--- src/rtl/trap_unit_if.sv ---
// Trap unit bus: trap/MRET requests, fetch redirect, and the CSR file port.
interface trap_unit_if;
    logic        trap_req;
    logic [31:0] trap_pc;
    logic [31:0] trap_cause;
    logic        mret_req;
    logic        busy;
    logic        redirect_valid;
    logic [31:0] redirect_pc;
    logic        csr_read;
    logic        csr_write;
    logic [11:0] csr_addr;
    logic [31:0] csr_write_data;
    logic [31:0] csr_read_data;

    // Trap unit side
    modport slave (
        input  trap_req, trap_pc, trap_cause, mret_req, csr_read_data,
        output busy, redirect_valid, redirect_pc,
        output csr_read, csr_write, csr_addr, csr_write_data
    );

    // Core / CSR file side
    modport master (
        output trap_req, trap_pc, trap_cause, mret_req, csr_read_data,
        input  busy, redirect_valid, redirect_pc,
        input  csr_read, csr_write, csr_addr, csr_write_data
    );
endinterface

--- src/rtl/trap_unit.sv ---
// Machine-mode trap entry / MRET sequencer. Walks the CSR file one access
// per cycle, then emits a single-cycle fetch redirect.
module trap_unit #(
    parameter int unsigned VECTORED_EN = 1
) (
    input  logic       clk,
    input  logic       rst_n,
    trap_unit_if.slave bus
);
    localparam logic [11:0] CSR_MSTATUS = 12'h300;
    localparam logic [11:0] CSR_MTVEC   = 12'h305;
    localparam logic [11:0] CSR_MEPC    = 12'h341;
    localparam logic [11:0] CSR_MCAUSE  = 12'h342;
    localparam int          MIE_BIT     = 3;
    localparam int          MPIE_BIT    = 7;

    typedef enum logic [2:0] {
        IDLE, W_EPC, W_CAUSE, T_STATUS, R_TVEC, R_EPC, M_STATUS, DONE
    } state_t;

    state_t      r_state;
    logic        r_busy;
    logic        r_redirect_valid;
    logic [31:0] r_redirect_pc;
    logic [31:0] r_target;
    logic [31:0] r_pc;
    logic [31:0] r_cause;

    logic        w_csr_read;
    logic        w_csr_write;
    logic [11:0] w_csr_addr;
    logic [31:0] w_csr_wdata;
    logic [31:0] w_tvec_base;
    logic [31:0] w_tvec_target;
    logic        w_vectored;

    // MTVEC decode: vectored offset only for interrupts in mode 01
    always_comb begin
        w_tvec_base   = {bus.csr_read_data[31:2], 2'b00};
        w_vectored    = (VECTORED_EN != 0) && (bus.csr_read_data[1:0] == 2'b01) && r_cause[31];
        w_tvec_target = w_vectored ? (w_tvec_base + {r_cause[29:0], 2'b00}) : w_tvec_base;
    end

    // CSR port decoded from state; MSTATUS updates are same-cycle read-modify-write
    always_comb begin
        w_csr_read  = 1'b0;
        w_csr_write = 1'b0;
        w_csr_addr  = 12'h000;
        w_csr_wdata = 32'h0;
        case (r_state)
            W_EPC: begin
                w_csr_write = 1'b1;
                w_csr_addr  = CSR_MEPC;
                w_csr_wdata = {r_pc[31:2], 2'b00};
            end
            W_CAUSE: begin
                w_csr_write = 1'b1;
                w_csr_addr  = CSR_MCAUSE;
                w_csr_wdata = r_cause;
            end
            T_STATUS: begin
                w_csr_read            = 1'b1;
                w_csr_write           = 1'b1;
                w_csr_addr            = CSR_MSTATUS;
                w_csr_wdata           = bus.csr_read_data;
                w_csr_wdata[MPIE_BIT] = bus.csr_read_data[MIE_BIT];
                w_csr_wdata[MIE_BIT]  = 1'b0;
                w_csr_wdata[12:11]    = 2'b11;
            end
            R_TVEC: begin
                w_csr_read = 1'b1;
                w_csr_addr = CSR_MTVEC;
            end
            R_EPC: begin
                w_csr_read = 1'b1;
                w_csr_addr = CSR_MEPC;
            end
            M_STATUS: begin
                w_csr_read            = 1'b1;
                w_csr_write           = 1'b1;
                w_csr_addr            = CSR_MSTATUS;
                w_csr_wdata           = bus.csr_read_data;
                w_csr_wdata[MIE_BIT]  = bus.csr_read_data[MPIE_BIT];
                w_csr_wdata[MPIE_BIT] = 1'b1;
                w_csr_wdata[12:11]    = 2'b11;
            end
            default: ;
        endcase
    end

    // Sequencer with registered busy/redirect outputs; redirect_pc only moves on DONE entry
    always_ff @(posedge clk or negedge rst_n) begin
        if (!rst_n) begin
            r_state          <= IDLE;
            r_busy           <= 1'b0;
            r_redirect_valid <= 1'b0;
            r_redirect_pc    <= 32'h0;
            r_target         <= 32'h0;
            r_pc             <= 32'h0;
            r_cause          <= 32'h0;
        end else begin
            r_redirect_valid <= 1'b0;
            case (r_state)
                IDLE: begin
                    if (bus.trap_req) begin
                        r_pc    <= bus.trap_pc;
                        r_cause <= bus.trap_cause;
                        r_state <= W_EPC;
                        r_busy  <= 1'b1;
                    end else if (bus.mret_req) begin
                        r_state <= R_EPC;
                        r_busy  <= 1'b1;
                    end
                end
                W_EPC:    r_state <= W_CAUSE;
                W_CAUSE:  r_state <= T_STATUS;
                T_STATUS: r_state <= R_TVEC;
                R_TVEC: begin
                    r_redirect_pc    <= w_tvec_target;
                    r_redirect_valid <= 1'b1;
                    r_state          <= DONE;
                end
                R_EPC: begin
                    r_target <= {bus.csr_read_data[31:2], 2'b00};
                    r_state  <= M_STATUS;
                end
                M_STATUS: begin
                    r_redirect_pc    <= r_target;
                    r_redirect_valid <= 1'b1;
                    r_state          <= DONE;
                end
                DONE: begin
                    r_busy  <= 1'b0;
                    r_state <= IDLE;
                end
                default: begin
                    r_busy  <= 1'b0;
                    r_state <= IDLE;
                end
            endcase
        end
    end

    assign bus.busy           = r_busy;
    assign bus.redirect_valid = r_redirect_valid;
    assign bus.redirect_pc    = r_redirect_pc;
    assign bus.csr_read       = w_csr_read;
    assign bus.csr_write      = w_csr_write;
    assign bus.csr_addr       = w_csr_addr;
    assign bus.csr_write_data = w_csr_wdata;

endmodule

--- src/flat_wrapper.sv ---
// flat-port wrapper written by rule: the top's interface ports become plain ports
module trap_unit_flat 
#(
    parameter int unsigned VECTORED_EN = 1
)
  (clk, rst_n, bus_trap_req, bus_trap_pc, bus_trap_cause, bus_mret_req, bus_csr_read_data, bus_busy, bus_redirect_valid, bus_redirect_pc, bus_csr_read, bus_csr_write, bus_csr_addr, bus_csr_write_data);
  trap_unit_if bus_i ();
  input  logic clk;
  input  logic rst_n;
  input wire logic [$bits(bus_i.trap_req)-1:0] bus_trap_req;
  input wire logic [$bits(bus_i.trap_pc)-1:0] bus_trap_pc;
  input wire logic [$bits(bus_i.trap_cause)-1:0] bus_trap_cause;
  input wire logic [$bits(bus_i.mret_req)-1:0] bus_mret_req;
  input wire logic [$bits(bus_i.csr_read_data)-1:0] bus_csr_read_data;
  output wire logic [$bits(bus_i.busy)-1:0] bus_busy;
  output wire logic [$bits(bus_i.redirect_valid)-1:0] bus_redirect_valid;
  output wire logic [$bits(bus_i.redirect_pc)-1:0] bus_redirect_pc;
  output wire logic [$bits(bus_i.csr_read)-1:0] bus_csr_read;
  output wire logic [$bits(bus_i.csr_write)-1:0] bus_csr_write;
  output wire logic [$bits(bus_i.csr_addr)-1:0] bus_csr_addr;
  output wire logic [$bits(bus_i.csr_write_data)-1:0] bus_csr_write_data;
  assign bus_i.trap_req = bus_trap_req;
  assign bus_i.trap_pc = bus_trap_pc;
  assign bus_i.trap_cause = bus_trap_cause;
  assign bus_i.mret_req = bus_mret_req;
  assign bus_i.csr_read_data = bus_csr_read_data;
  assign bus_busy = bus_i.busy;
  assign bus_redirect_valid = bus_i.redirect_valid;
  assign bus_redirect_pc = bus_i.redirect_pc;
  assign bus_csr_read = bus_i.csr_read;
  assign bus_csr_write = bus_i.csr_write;
  assign bus_csr_addr = bus_i.csr_addr;
  assign bus_csr_write_data = bus_i.csr_write_data;
  trap_unit #(.VECTORED_EN(VECTORED_EN)) u_core (.clk(clk), .rst_n(rst_n), .bus(bus_i));
endmodule
--- config.mk ---
export PLATFORM = sky130hd
export DESIGN_NAME = trap_unit_flat
export DESIGN_NICKNAME = d
export VERILOG_FILES = /design/src/rtl/trap_unit_if.sv /design/src/rtl/trap_unit.sv /design/src/flat_wrapper.sv
export SDC_FILE = /design/constraint.sdc
export NUM_CORES = 1
export LEC_CHECK = 0
export ABC_CLOCK_PERIOD_IN_PS = 3700
export CORE_ASPECT_RATIO = 0.5
export CORE_MARGIN = 1
export CORE_UTILIZATION = 30
export DETAILED_ROUTE_END_ITERATION = 10
export MAX_ROUTING_LAYER = met4
export SETUP_SLACK_MARGIN = 0.15
export SLEW_MARGIN = 40
export SYNTH_ARGS = -nofsm -noshare
export SYNTH_HDL_FRONTEND = slang
export SYNTH_SLANG_ARGS = --single-unit
--- constraint.sdc ---
create_clock -name clk -period 3.7 [get_ports clk]
set_input_delay 1.11 -clock clk [delete_from_list [all_inputs] [get_ports clk]]
set_output_delay 1.11 -clock clk [all_outputs]
set_load 0.02 [all_outputs]
After elaboration in Yosys (flattened, before gate mapping)

Cells that the tools add are included.
Widths: inputs -> output; s select.

Reductions and logical operators: 11
Muxes and demuxes: 13
$add $sub $neg: 1
Equal/unequal tests: 9

Operators by type and width:

| kind               | count |
|---|---|
| $pmux 32 s4        | 1 |
| $pmux 32 s2        | 1 |
| $pmux 10 s4        | 1 |
| $add 32x32->32     | 1 |
| $mux 32            | 1 |
| $pmux 3 s7         | 1 |
| $eq 3x3->1 const B | 4 |
| $reduce_or 4->1    | 2 |
| $eq 3x2->1 const B | 2 |
| $mux 3             | 2 |
| $reduce_or 2->1    | 3 |
| $mux 1             | 5 |
| $reduce_and 2->1   | 2 |
| $reduce_bool 2->1  | 2 |
| $eq 3x1->1 const B | 1 |
| $logic_not 3->1    | 1 |
| $ne 3x3->1 const B | 1 |
| $eq 2x1->1 const B | 1 |
| $pmux 1 s2         | 1 |
| $logic_and 1x1->1  | 1 |

Output and inout port bits: 80
Input bits: 100
Flip-flop bits (word level): 131
Word-level logic and storage cells: 41

Logic depth before layout (Yosys ltp)

Gate-level depths: netlist of the first run.

Depth after elaboration: 4
Gate-level depth with buffers: 11
Depth with buffers taken out: 11

Worst setup path after synthesis of the first run

Ideal clock, no wire load.

Path kind: input to register
Start point: in bus_csr_read_data[2]
End point: reg u_core.r_redirect_pc[28] (netlist: u_core.bus.redirect_pc[28])
Data arrival time: 3.474 ns
Cell stages on the path: 11
Path buffers: 0
Required time: 3.606 ns
Path slack: 0.132 ns
Cell sequence: ha_1 > fa_1 > a211oi_1 > o21bai_2 > a211oi_2 > o31ai_4 > a31oi_2 > o21a_1 > o31ai_4 > xnor2_1 > a221oi_2

Longest elaborated chain between the ends: 3

RTL lines:

| item                 | line               | source |
|---|---|---|
| start, declared      | flat_wrapper.sv:14 | `input wire logic [$bits(bus_i.csr_read_data)-1:0] bus_csr_read_data;` |
| $add 32x32->32       | trap_unit.sv:41    | `w_tvec_target = w_vectored ? (w_tvec_base + {r_cause[29:0], 2'b00}) : w_tvec_base;` |
| $mux 32              | trap_unit.sv:41    |  |
| $pmux 32 s2          | trap_unit.sv:103   | `case (r_state)` |
| end signal, assigned | trap_unit.sv:119   | `r_redirect_pc <= w_tvec_target;` |
| end signal, assigned | trap_unit.sv:128   | `r_redirect_pc <= r_target;` |
| end, declared        | trap_unit.sv:24    | `logic [31:0] r_redirect_pc;` |

No other way between the ends.
A chain may end at the register's enable or synchronous reset.

Final worst setup path of the first run

Start point: in bus_csr_read_data[25]
End point: out bus_csr_write_data[25]

Longest elaborated chain between the ends: 1

RTL lines:

| item          | line               | source |
|---|---|---|
| $pmux 32 s4   | trap_unit.sv:50    | `case (r_state)` |
| end, declared | flat_wrapper.sv:21 | `output wire logic [$bits(bus_i.csr_write_data)-1:0] bus_csr_write_data;` |

No other way between the ends.

==> results of run 1 <==
cells in the mapped netlist, drive strengths merged, types with 2 or more instances:
cell type / count
a221oi: 3
nand4: 4
buf: 11
o311ai: 2
mux2: 92
or2: 3
nor3: 4
a41oi: 2
nand3: 6
o21bai: 2
o21ai: 88
a211oi: 11
a21oi: 76
xnor2: 11
dfrtp: 127
nand2: 92
o221ai: 7
xor2: 13
inv: 7
nor2: 65
nand2b: 2
and2: 2
clkbuf: 45
mux2i: 31
and3: 13
a31oi: 6
o211ai: 7
ha: 29
or3: 5
a21o: 14
o31ai: 2
repair_timing:
item,in CTS,in global routing
buffers inserted,1,1
resized for setup,64,23
setup endpoints to repair,33,25
pin swaps,4,11
worst max-delay path by stage:
stage / endpoint / cells after the start
3_3_place_gp: u_core.bus.redirect_pc[27] / 12
5_1_grt: u_core.bus.redirect_pc[28] / 12
3_5_place_dp: u_core.bus.redirect_pc[30] / 12
6_report: bus_csr_write_data[25] / 6
2_1_floorplan: u_core.bus.redirect_pc[28] / 11
4_1_cts: bus_csr_write_data[9] / 6
placed cells by master, fill, tap and decap left out, types with 10 or more instances in the layout:
master           netlist  final
a21o_1                14     14
a21oi_1               76     74
and3_1                13     12
buf_4                  9    128
clkbuf_16              0     17
clkdlybuf4s15_2        0     10
clkdlybuf4s50_1        0    123
dfrtp_1              127    126
dlygate4sd2_1          0     18
ha_1                  29     28
mux2_1                92     92
mux2i_1               31     31
nand2_1               92     92
nor2_1                65     63
o21ai_0               27     25
o21ai_1               61     62
xnor2_1               11     11
xor2_1                13     12
through the flow:
step | total power, mW | area, sq um | worst slack (ns)
3_5_place_dp | 8.654 | 10420 | -0.4828
5_1_grt | 10.94 | 11050 | 0.1484
4_1_cts | 10.26 | 11010 | 0.1513
6_report | 10.27 | 11050 | 0.1951
3_3_place_gp | 8.553 | 10420 | -0.4818
2_1_floorplan | 5.946 | 7621 | 0.1606
power groups by stage:
| stage | Clock (mW) | Sequential [mW] | Combinational (mW) |
|---|---|---|---|
| 2_1_floorplan | 0 | 2.61 | 3.33 |
| 3_3_place_gp | 0 | 2.64 | 5.92 |
| 3_5_place_dp | 0 | 2.67 | 5.98 |
| 4_1_cts | 1.67 | 2.65 | 5.95 |
| 5_1_grt | 1.73 | 2.74 | 6.46 |
| 6_report | 1.64 | 2.66 | 5.97 |
registers in the layout, indices dropped and copies added (netlist names):
signal                     count
u_core.r_state                 3
u_core.bus.redirect_pc        30
u_core.bus.busy                1
u_core.r_cause                32
u_core.bus.redirect_valid      1
u_core.r_target               30
u_core.r_pc                   30
worst register-to-register path, cell delays in order, from the launching register on:
cell and delay (ns):
dfrtp_1 0.41, ha_2 0.21, fa_2 0.40, a211oi_2 0.28
o21bai_2 0.12, a211oi_4 0.27, o31ai_4 0.14, a31oi_4 0.25
o21a_1 0.21, o31ai_4 0.09, xnor2_1 0.16, a221oi_2 0.21
cell families (layout without fill, tap and decap cells):
family	Yosys count	in the layout	share of synthesized area, %
adders and majority gates	30	30	5.046
xor gates and xnor gates	24	24	2.770
muxes	123	123	17.74
other	1	11	0.04942
buffers and inverters	63	333	3.562
DFF	127	127	41.89
and+or+nand+nor	200	200	11.21
AOI/OAI and AO/OA	225	225	17.73
layout make-up:
cell class              count  area, sq um  area share [%]
well taps                 336        420.4           3.805
clock buffers              17        425.4           3.850
clock inverters            15        146.4           1.325
inverters                   7        26.28          0.2378
repair buffers            294         2616           23.68
multi-input cells         610         4228           38.26
flip-flops and latches    127         3179           28.77
diodes                      3        7.507         0.06794
per-layer routing:
| metal | vias up | wire length, microns | global-route usage, % |
|---|---|---|---|
| li1 | 3374 | - | - |
| met1 | 3544 | 14000 | 33.21 |
| met2 | 219 | 11690 | 31.68 |
| met3 | 35 | 1960 | 6.313 |
| met4 | 0 | 511 | 6.577 |
| met5 | - | 0 | - |
==> impl_results.md, run 1 <==
* Critical Path AT at 2.39 ns
* Outcome: finished clean
* Final Slew Violations at 0
* Routability cong. at 0.8863
* CTS tree: done
* Worst Min Path Start: u_core.bus.redirect_pc[14]
* DRC at 0
* Share of Yosys cell area claimed by the top area cell type at 41.89%
* Core Area at 0.02442 sq mm
* Routed WL at 28,160 microns
* Reg2reg setup slack at 0.85 ns
* IO Port Bufs at about 170
* Area Overhead vs Synth at 45.63%
* Vias in the first global route at 6,980
* GRT Util Overall at 23.26%
* Worst Setup End Kind: output pin
* Register share of total power at 25.9%
* CP top delay family: buffers and inverters
* Hold crit path type: reg -> reg
* Congestion Overflow GR at 0
* Switching share of power at between 40 and 50%
* Hold-critical path depth at 2
* Distinct cells, synth at 50
* Initial antenna violation count at 2
* CP peak stage delay at between 0.5 and 0.6 ns
* # setup viols final at 0
* Hold EP: u_core.bus.redirect_pc[14]
* Final TNS setup at 0 ns
* Final #Nets at 1,187
* Final Non-Filler Cells at 1,409
* Max Cap Viol at 0
* Top FF cell, synth: dfrtp_1
* Pin count of the biggest net entering global routing at 54
* Syn_area_per_cell at approximately 9.6 sq um
* Yosys warns at 0
* Final Hold Fails at 0
* Achievable Freq at between 200 and 300 MHz
* Worst path required time at between 2 and 3 ns
* Synth area leader: dfrtp_1
* Clk pwr share at 15.9%
* Critical R2R Launch: u_core.r_cause[0]
* CP max stage cell: clkdlybuf4s50_1
* EDFF count, synth at 0
* Die outline width at approximately 230 microns
* Tcrit/Tclk final at 94.73%
* Kind of critical path: in -> out
* Initial Utilization at 31.07%
* Antenna-violating nets left at 0
* VDD IR max at 378.3 uV
* Synth Instances at a little under 800
* Type of origin of the critical path: primary input
* Die H at 114.5 microns
* Unrepaired setup endpoints after global routing: no
* Site Rows at 40
* Via count at 7,172
* Average routed wire per standard cell at between 15 and 20 microns
* Final min period at between 3 and 4 ns
* Combinational fraction of design power at a little under 60%
* Sequential fraction of the synthesis area at 41.89%
* Clk buf depth at 2
* Fin Clk Skew at 0.008422 ns
* Via-per-instance ratio at about 5.1
* Drt first pass iters at 6
* Post-synthesis register bit count at 127
* Cts hold-fix bufs at 0
* Clk sinks at 127
* Worst r2r path cells at 11
* Crit-path max FO at 2
* Hold_ws at around 0.48 ns
* Net Switching at 4.499 mW
* Clock root buffer: clkbuf_16
* Mapped Area at 0.007587 sq mm
* DPL Wire Length at 22,020 microns
* Pwr Density at ~930 mW/mm^2
* Top post-synthesis cells by area: dfrtp_1 42%, mux2_1 14%, a21oi_1 5.0%
* H-tree levels at 4
* Ys async rst share at 100.0%
* Inserted Clock Buffers at 17
* Starting DRT DRC Count at 618
* Worst setup startpoint: bus_csr_read_data[25]
* Critical-path cell list: clkdlybuf4s50_1 -> mux2i_1 -> nor2_1 -> a21oi_1 -> o21ai_1 -> dlygate4sd2_1
* Worst-skew pair later-pin latency at 0.44 ns
* Reg clk slew, reported paths at 0.05 ns
* First-pass GRT wire length at 42,800 microns
* Max_slew headroom at a little over three fifths
* Internal at 5.775 mW
* Placed cell count at ~1,400
* Worst-Margin Slew at 0.5538 ns
* Die ar. at 0.02597 sq mm
* RR Endpoint: u_core.bus.redirect_pc[28]
* CP bufs+invs at 2
* Layout fillers at ~2,400
* IO Pins at between 150 and 200
* LEAKAGE at roughly 5 nW
* Layout cells sized above 1 at 18.69%
* Final core occ at 45.24%
Note: power is estimated with default switching activity, not from simulation.
==> run 2: changes to the inputs <==
--- a/config.mk
+++ b/config.mk
@@ -16,3 +16,4 @@
 export SYNTH_ARGS = -nofsm -noshare
 export SYNTH_HDL_FRONTEND = slang
 export SYNTH_SLANG_ARGS = --single-unit
+export TNS_END_PERCENT = 5
==> run 2 against run 1 <==
Routed wire length hardly changed. Count of clock-buffer cells in the layout unchanged. Cell area is 0.18% lower. Via count rose by 0.21%. Largest cell class unchanged. Critical path type unchanged. Clock power hardly changed. Largest power group unchanged. Highest routed layer unchanged.
==> impl_results.md, run 2 (same netlist as run 1, synthesis figures left out) <==
* Outcome: finished clean
* Initial Utilization at a little under a third
* Type of origin of the critical path: primary input
* Starting DRT DRC Count at 603
* Vias in the first global route at 6,978
* Layout cells sized above 1 at ~18%
* Achievable Freq at 280.6 MHz
* Routability cong. at 0.8863
* Most frequent cells in the layout: 130 x clkdlybuf4s50_1, 129 x buf_4, 126 x dfrtp_1
* DRC at 0
* Worst r2r path cells at 12
* Initial antenna violation count at 1
* Via count at ~7,000
* Sequential Area at about 0.0032 sq mm
* DPL Wire Length at 22,020 microns
* Max reg flops at 32
* Die outline width at around 230 microns
* Final Non-Filler Cells at approximately 1,400
* Congestion Overflow GR at 0
* Max_slew headroom at 62.97%
* Core Area at 0.02442 sq mm
* Net Switching at around 4.5 mW
* Footprint of the multi-input gates at 0.004224 sq mm
* Placed cell count at 1,372
* Final #Nets at about 1,200
* Die H at about 110 microns
* Routed WL at roughly 28,000 microns
* Cts hold-fix bufs at 0
* Pre-CTS WS at -0.4828 ns
* Average routed wire per standard cell at 20.01 microns
* Register share of total power at 25.9%
* Layout fillers at ~2,400
* Worst-skew pair later-pin latency at roughly 0.44 ns
* Worst Setup End Kind: output pin
* Area Overhead vs Synth at 45.37%
* Pin count of the biggest net entering global routing at 54
* Worst path required time at 2.59 ns
* Final min period at approximately 3.6 ns
* Reg clk slew, reported paths at 0.05 ns
* Inserted Clock Buffers at 17
* Final Hold Fails at 0
* Kind of critical path: in -> out
* Critical Path AT at 2.45 ns
* LEAKAGE at approximately 5.0 nW
* Site Rows at 40
* CTS tree: done
* Unrepaired setup endpoints after global routing: yes
* Clk buf depth at 2
* Reg with most FFs: u_core.r_cause
* Die ar. at about 0.026 sq mm
* Max Cap Viol at 0
* Hold crit path type: reg -> reg
* IO Port Bufs at 169
* Setup ws final at 0.1368 ns
* Crit-path max FO at 4
* Hold-critical path depth at 2
* Final Slew Violations at 0
* Clk pwr share at 16.0%
* GRT Util Overall at 23.26%
* Fin Clk Skew at 0.008785 ns
* Worst-Margin Slew at 0.5555 ns
* # setup viols final at 0
* IO Pins at 180
* Combinational fraction of design power at 58.1%
* Commonest non-fill, non-tap cell in the layout: clkdlybuf4s50_1
* Design Power at 10.27 mW
* H-tree levels at 4
* Clock root buffer: clkbuf_16
* First-pass GRT wire length at 42,800 microns
* Drt first pass iters at 7
* Pwr Density at 930.8 mW/mm^2
* Tcrit/Tclk final at a little over nine tenths
* Via-per-instance ratio at 5.108
* Clk sinks at 127
* Switching share of power at around 44%
* VDD IR max at 375.3 uV
* Internal at 5.779 mW
* Antenna-violating nets left at 0
-- run 2: cell types whose count changed in the layout (fill, tap and decap cells not counted) --
cell             delta
clkdlybuf4s50_1     +7
dlymetal6s2s_1      -7
dlygate4sd2_1       +4
clkbuf_2            -3
diode_2             -2
a21oi_1             +1
a21oi_2             -1
buf_4               +1
buf_6               -1
clkdlybuf4s15_1     -1
o21ai_0             +1
o21ai_1             -1
-- run 2: worst paths after layout --
path                                             from                         end  slack (ns)
setup / recovery                 bus_csr_read_data[9]       bus_csr_write_data[9]        0.14
hold / removal             u_core.bus.redirect_pc[14]  u_core.bus.redirect_pc[14]        0.48
setup reg to reg                    u_core.r_cause[8]  u_core.bus.redirect_pc[29]        0.90
hold reg to reg            u_core.bus.redirect_pc[14]  u_core.bus.redirect_pc[14]        0.48
max in group asynchronous                       rst_n         u_core.r_target[12]        2.15
min in group asynchronous                       rst_n              u_core.r_pc[2]        0.67
-- run 2: per-layer routing --
layer / track usage (%) / vias up / share of wire (%)
met3: 6.313 / 38 / 7.4
li1: - / 3371 / -
met5: - / - / 0
met1: 33.21 / 3576 / 49
met2: 31.68 / 202 / 41
met4: 6.577 / 0 / 1.9
-- run 2: final cells by class --
type,count,share of cell area [%]
Antenna cell,1,0.02269
Timing Repair Buffer,294,23.62
Clock inverter,15,1.327
Sequential cell,127,28.83
Inverter,7,0.2382
Clock buffer,17,3.857
Tap cell,336,3.812
Multi-Input combinational cell,610,38.30
-- run 2: power groups by stage --
stage	combinational [mW]	clock [mW]	sequential, mW
2_1_floorplan	3.33	0	2.61
3_3_place_gp	5.92	0	2.64
3_5_place_dp	5.98	0	2.67
4_1_cts	5.94	1.67	2.65
5_1_grt	6.46	1.73	2.74
6_report	5.97	1.64	2.66
-- run 2: timing repair --
| item | 4_1_cts | 5_1_grt |
|---|---|---|
| endpoints found under the setup margin | 33 | 25 |
| pin swaps | 4 | 5 |
| gates cloned | 0 | 0 |
| endpoints found under the hold margin | 0 | 0 |
| resized for setup | 64 | 6 |
| setup buffers | 0 | 2 |
-- run 2: metrics by stage --
step	instance area [sq um]	TNS, ns	hold WS, ns	utilization, %
6_report	11030	0	0.4786	45.16
5_1_grt	11030	0	0.4993	45.16
4_1_cts	11000	0	0.4868	45.06
3_5_place_dp	10420	-8.804	0.4739	42.66
3_3_place_gp	10420	-8.580	0.4684	42.66
2_1_floorplan	7621	0	0.4504	-
-- run 2: worst max-delay path, stage by stage --
cell	delay [ns]
clkdlybuf4s15_2	0.30
mux2i_1	0.10
nor2_1	0.10
a21oi_1	0.05
o21ai_1	0.15
clkdlybuf4s50_1	0.64
==> run 3: changes to the inputs <==
--- a/config.mk
+++ b/config.mk
@@ -10,6 +10,7 @@
 export CORE_MARGIN = 1
 export CORE_UTILIZATION = 30
 export DETAILED_ROUTE_END_ITERATION = 10
+export DONT_BUFFER_PORTS = 1
 export MAX_ROUTING_LAYER = met4
 export SETUP_SLACK_MARGIN = 0.15
 export SLEW_MARGIN = 40
==> run 3 against run 2 <==
Die area unchanged. Non-clock buffer count down 246. Via count fell by 14%. Global-route usage decreased by 3.8 points. Sequential power rose by 9.0%. Cell area decreased by 20%. Hold slack worse by 0.098 ns. Combinational power shrank 25%. Clock power increased by 2%. Clock skew increased by 0.00072 ns. Maximum frequency up 4.8%.
==> impl_results.md, run 3 (same netlist as run 1, synthesis figures left out) <==
* Final min period at 3.399 ns
* GRT Util Overall at 19.50%
* IO Pins at between 150 and 200
* Design Power at 9.038 mW
* CP max stage cell: dfrtp_2
* Critical Path AT at 2.29 ns
* Die ar. at 0.02597 sq mm
* Most frequent CP cell: buf_4
* Drt first pass iters at 5
* Pwr Density at 1025 mW/mm^2
* Placed cell count at roughly 1,100
* Final Hold Fails at 0
* DRC at 0
* Reg2reg setup slack at 0.60 ns
* CTS tree: done
* Achievable Freq at 294.2 MHz
* Initial antenna violation count at 14
* Routed WL at 24,060 microns
* Via-per-instance ratio at 5.250
* Post-CTS Setup Inserts at 0
* Final #Nets at about 940
* Outcome: finished clean
* Critical-path cell list: inv_2 -> nor2_2 -> buf_4 -> a21oi_1 -> o21ai_1 -> buf_4
* Worst Setup End Kind: output pin
* CP bufs+invs at 3
* Worst-Margin Slew at 0.5945 ns
* Footprint of the multi-input gates at 0.004182 sq mm
* Layout fillers at 2,455
* First-pass GRT wire length at 36,530 microns
* Site Rows at 40
* Kind of critical path: reg -> out
* Starting DRT DRC Count at 463
* Congestion Overflow GR at 0
* DPL Wire Length at 18,170 microns
* Max_slew headroom at between 60% and 70%
* Commonest non-fill, non-tap cell in the layout: dfrtp_1
* Clock root buffer: clkbuf_16
* # setup viols final at 0
* Final Slew Violations at 0
* Final Non-Filler Cells at 1,174
* Average routed wire per standard cell at 20.49 microns
* Clk sinks at around 130
* IO Port Bufs at 0
* Clk buf depth at 2
* Initial Utilization at 31.07%
* Via count at 6,163
* Worst-skew pair later-pin latency at 0.42 ns
* Die outline width at 226.9 microns
* VDD IR max at approximately 480 uV
* Post-CTS Resized at 0
* Most frequent cells in the layout: 126 x dfrtp_1, 92 x nand2_1, 92 x mux2_1
* Max reg flops at 32
* Crit-path max FO at 28
* Max Cap Viol at 0
* Sequential Area at roughly 0.0032 sq mm
* Cts hold-fix bufs at 0
* CP top delay family: buffers and inverters
* Reg with most FFs: u_core.r_cause
* Antenna-violating nets left at 0
* Core Area at 0.02442 sq mm
* Type of origin of the critical path: register
* Hold crit path type: in -> async
* H-tree levels at 4
* CP peak stage delay at roughly 0.68 ns
* Worst path required time at 2.59 ns
* Inserted Clock Buffers at 17
* Die H at 114.5 microns
* Layout cells sized above 1 at between 10% and 20%
* Reg clk slew, reported paths at 0.06 ns
* Fin Clk Skew at 0.009502 ns
* Pin count of the biggest net entering global routing at approximately 130
* Unrepaired setup endpoints after global routing: no
* Vias in the first global route at about 5,800
* Area Overhead vs Synth at 16.24%
* Final core occ at 36.11%
* Tcrit/Tclk final at between 90% and 100%
* Final TNS setup at 0 ns
* Routability cong. at 0.9174
* LEAKAGE at between 3 and 4 nW
## run 3: cell types whose count changed in the layout (fill, tap and decap cells not counted), sizes merged
cell           previous run  this run
buf                     132        48
clkbuf                   17        20
clkdlybuf4s15            10         0
clkdlybuf4s50           130         0
clkinv                    5         4
clkinvlp                  7         4
diode                     1        14
dlygate4sd2              22         0
inv                       8         9
## run 3: routing by layer
| metal | wire length [microns] | vias up | GRT usage, % |
|---|---|---|---|
| li1 | - | 2890 | - |
| met1 | 11110 | 3024 | 26.91 |
| met2 | 10300 | 218 | 26.79 |
| met3 | 2118 | 31 | 5.748 |
| met4 | 536 | 0 | 6.937 |
| met5 | 0 | - | - |
## run 3: final cells by class
| type | count | area share, % |
|---|---|---|
| antenna | 14 | 0.3972 |
| clock buffer | 20 | 5.178 |
| clock inverter | 12 | 1.532 |
| inverter | 7 | 0.2979 |
| multi-input combinational | 610 | 47.41 |
| sequential | 127 | 36.05 |
| tap | 336 | 4.767 |
| timing repair buffer | 48 | 4.369 |
## run 3: worst reg2reg max path, delay by kind of cell (launching register included)
| family | cells | cell delay [ns] |
|---|---|---|
| adders and majority gates | 2 | 0.61 |
| AOI/OAI and AO/OA | 8 | 1.68 |
| DFF | 1 | 0.40 |
| xor gates and xnor gates | 1 | 0.24 |
## run 3: path summary, 6_finish.rpt
check,from,end,cells after the start
setup / recovery,u_core.r_state[1],bus_csr_write_data[23],6
hold / removal,rst_n,u_core.r_pc[9],0
setup reg to reg,u_core.r_cause[0],u_core.bus.redirect_pc[30],11
hold reg to reg,u_core.r_target[8],u_core.r_target[8],1
max in group asynchronous,rst_n,u_core.bus.redirect_pc[18],0
min in group clk,u_core.r_target[8],u_core.r_target[8],1
## run 3: report_power, final
group / leakage, nW / switching [mW] / internal (mW)
Sequential: 1.53 / 0.808 / 2.09
Combinational: 2.10 / 2.64 / 1.82
Clock: 0.279 / 0.652 / 1.03
Total: 3.90 / 4.10 / 4.94
## run 3: per-stage QoR
step	hold slack [ns]	instance area, sq um	worst slack, ns
after global placement	0.4678	8190	-0.04398
after floorplan	0.4504	7621	0.1606
after detailed placement	0.4740	8190	-0.08681
after CTS	0.3663	8782	0.3391
after global routing	0.3655	8820	0.1920
final	0.3807	8820	0.3008
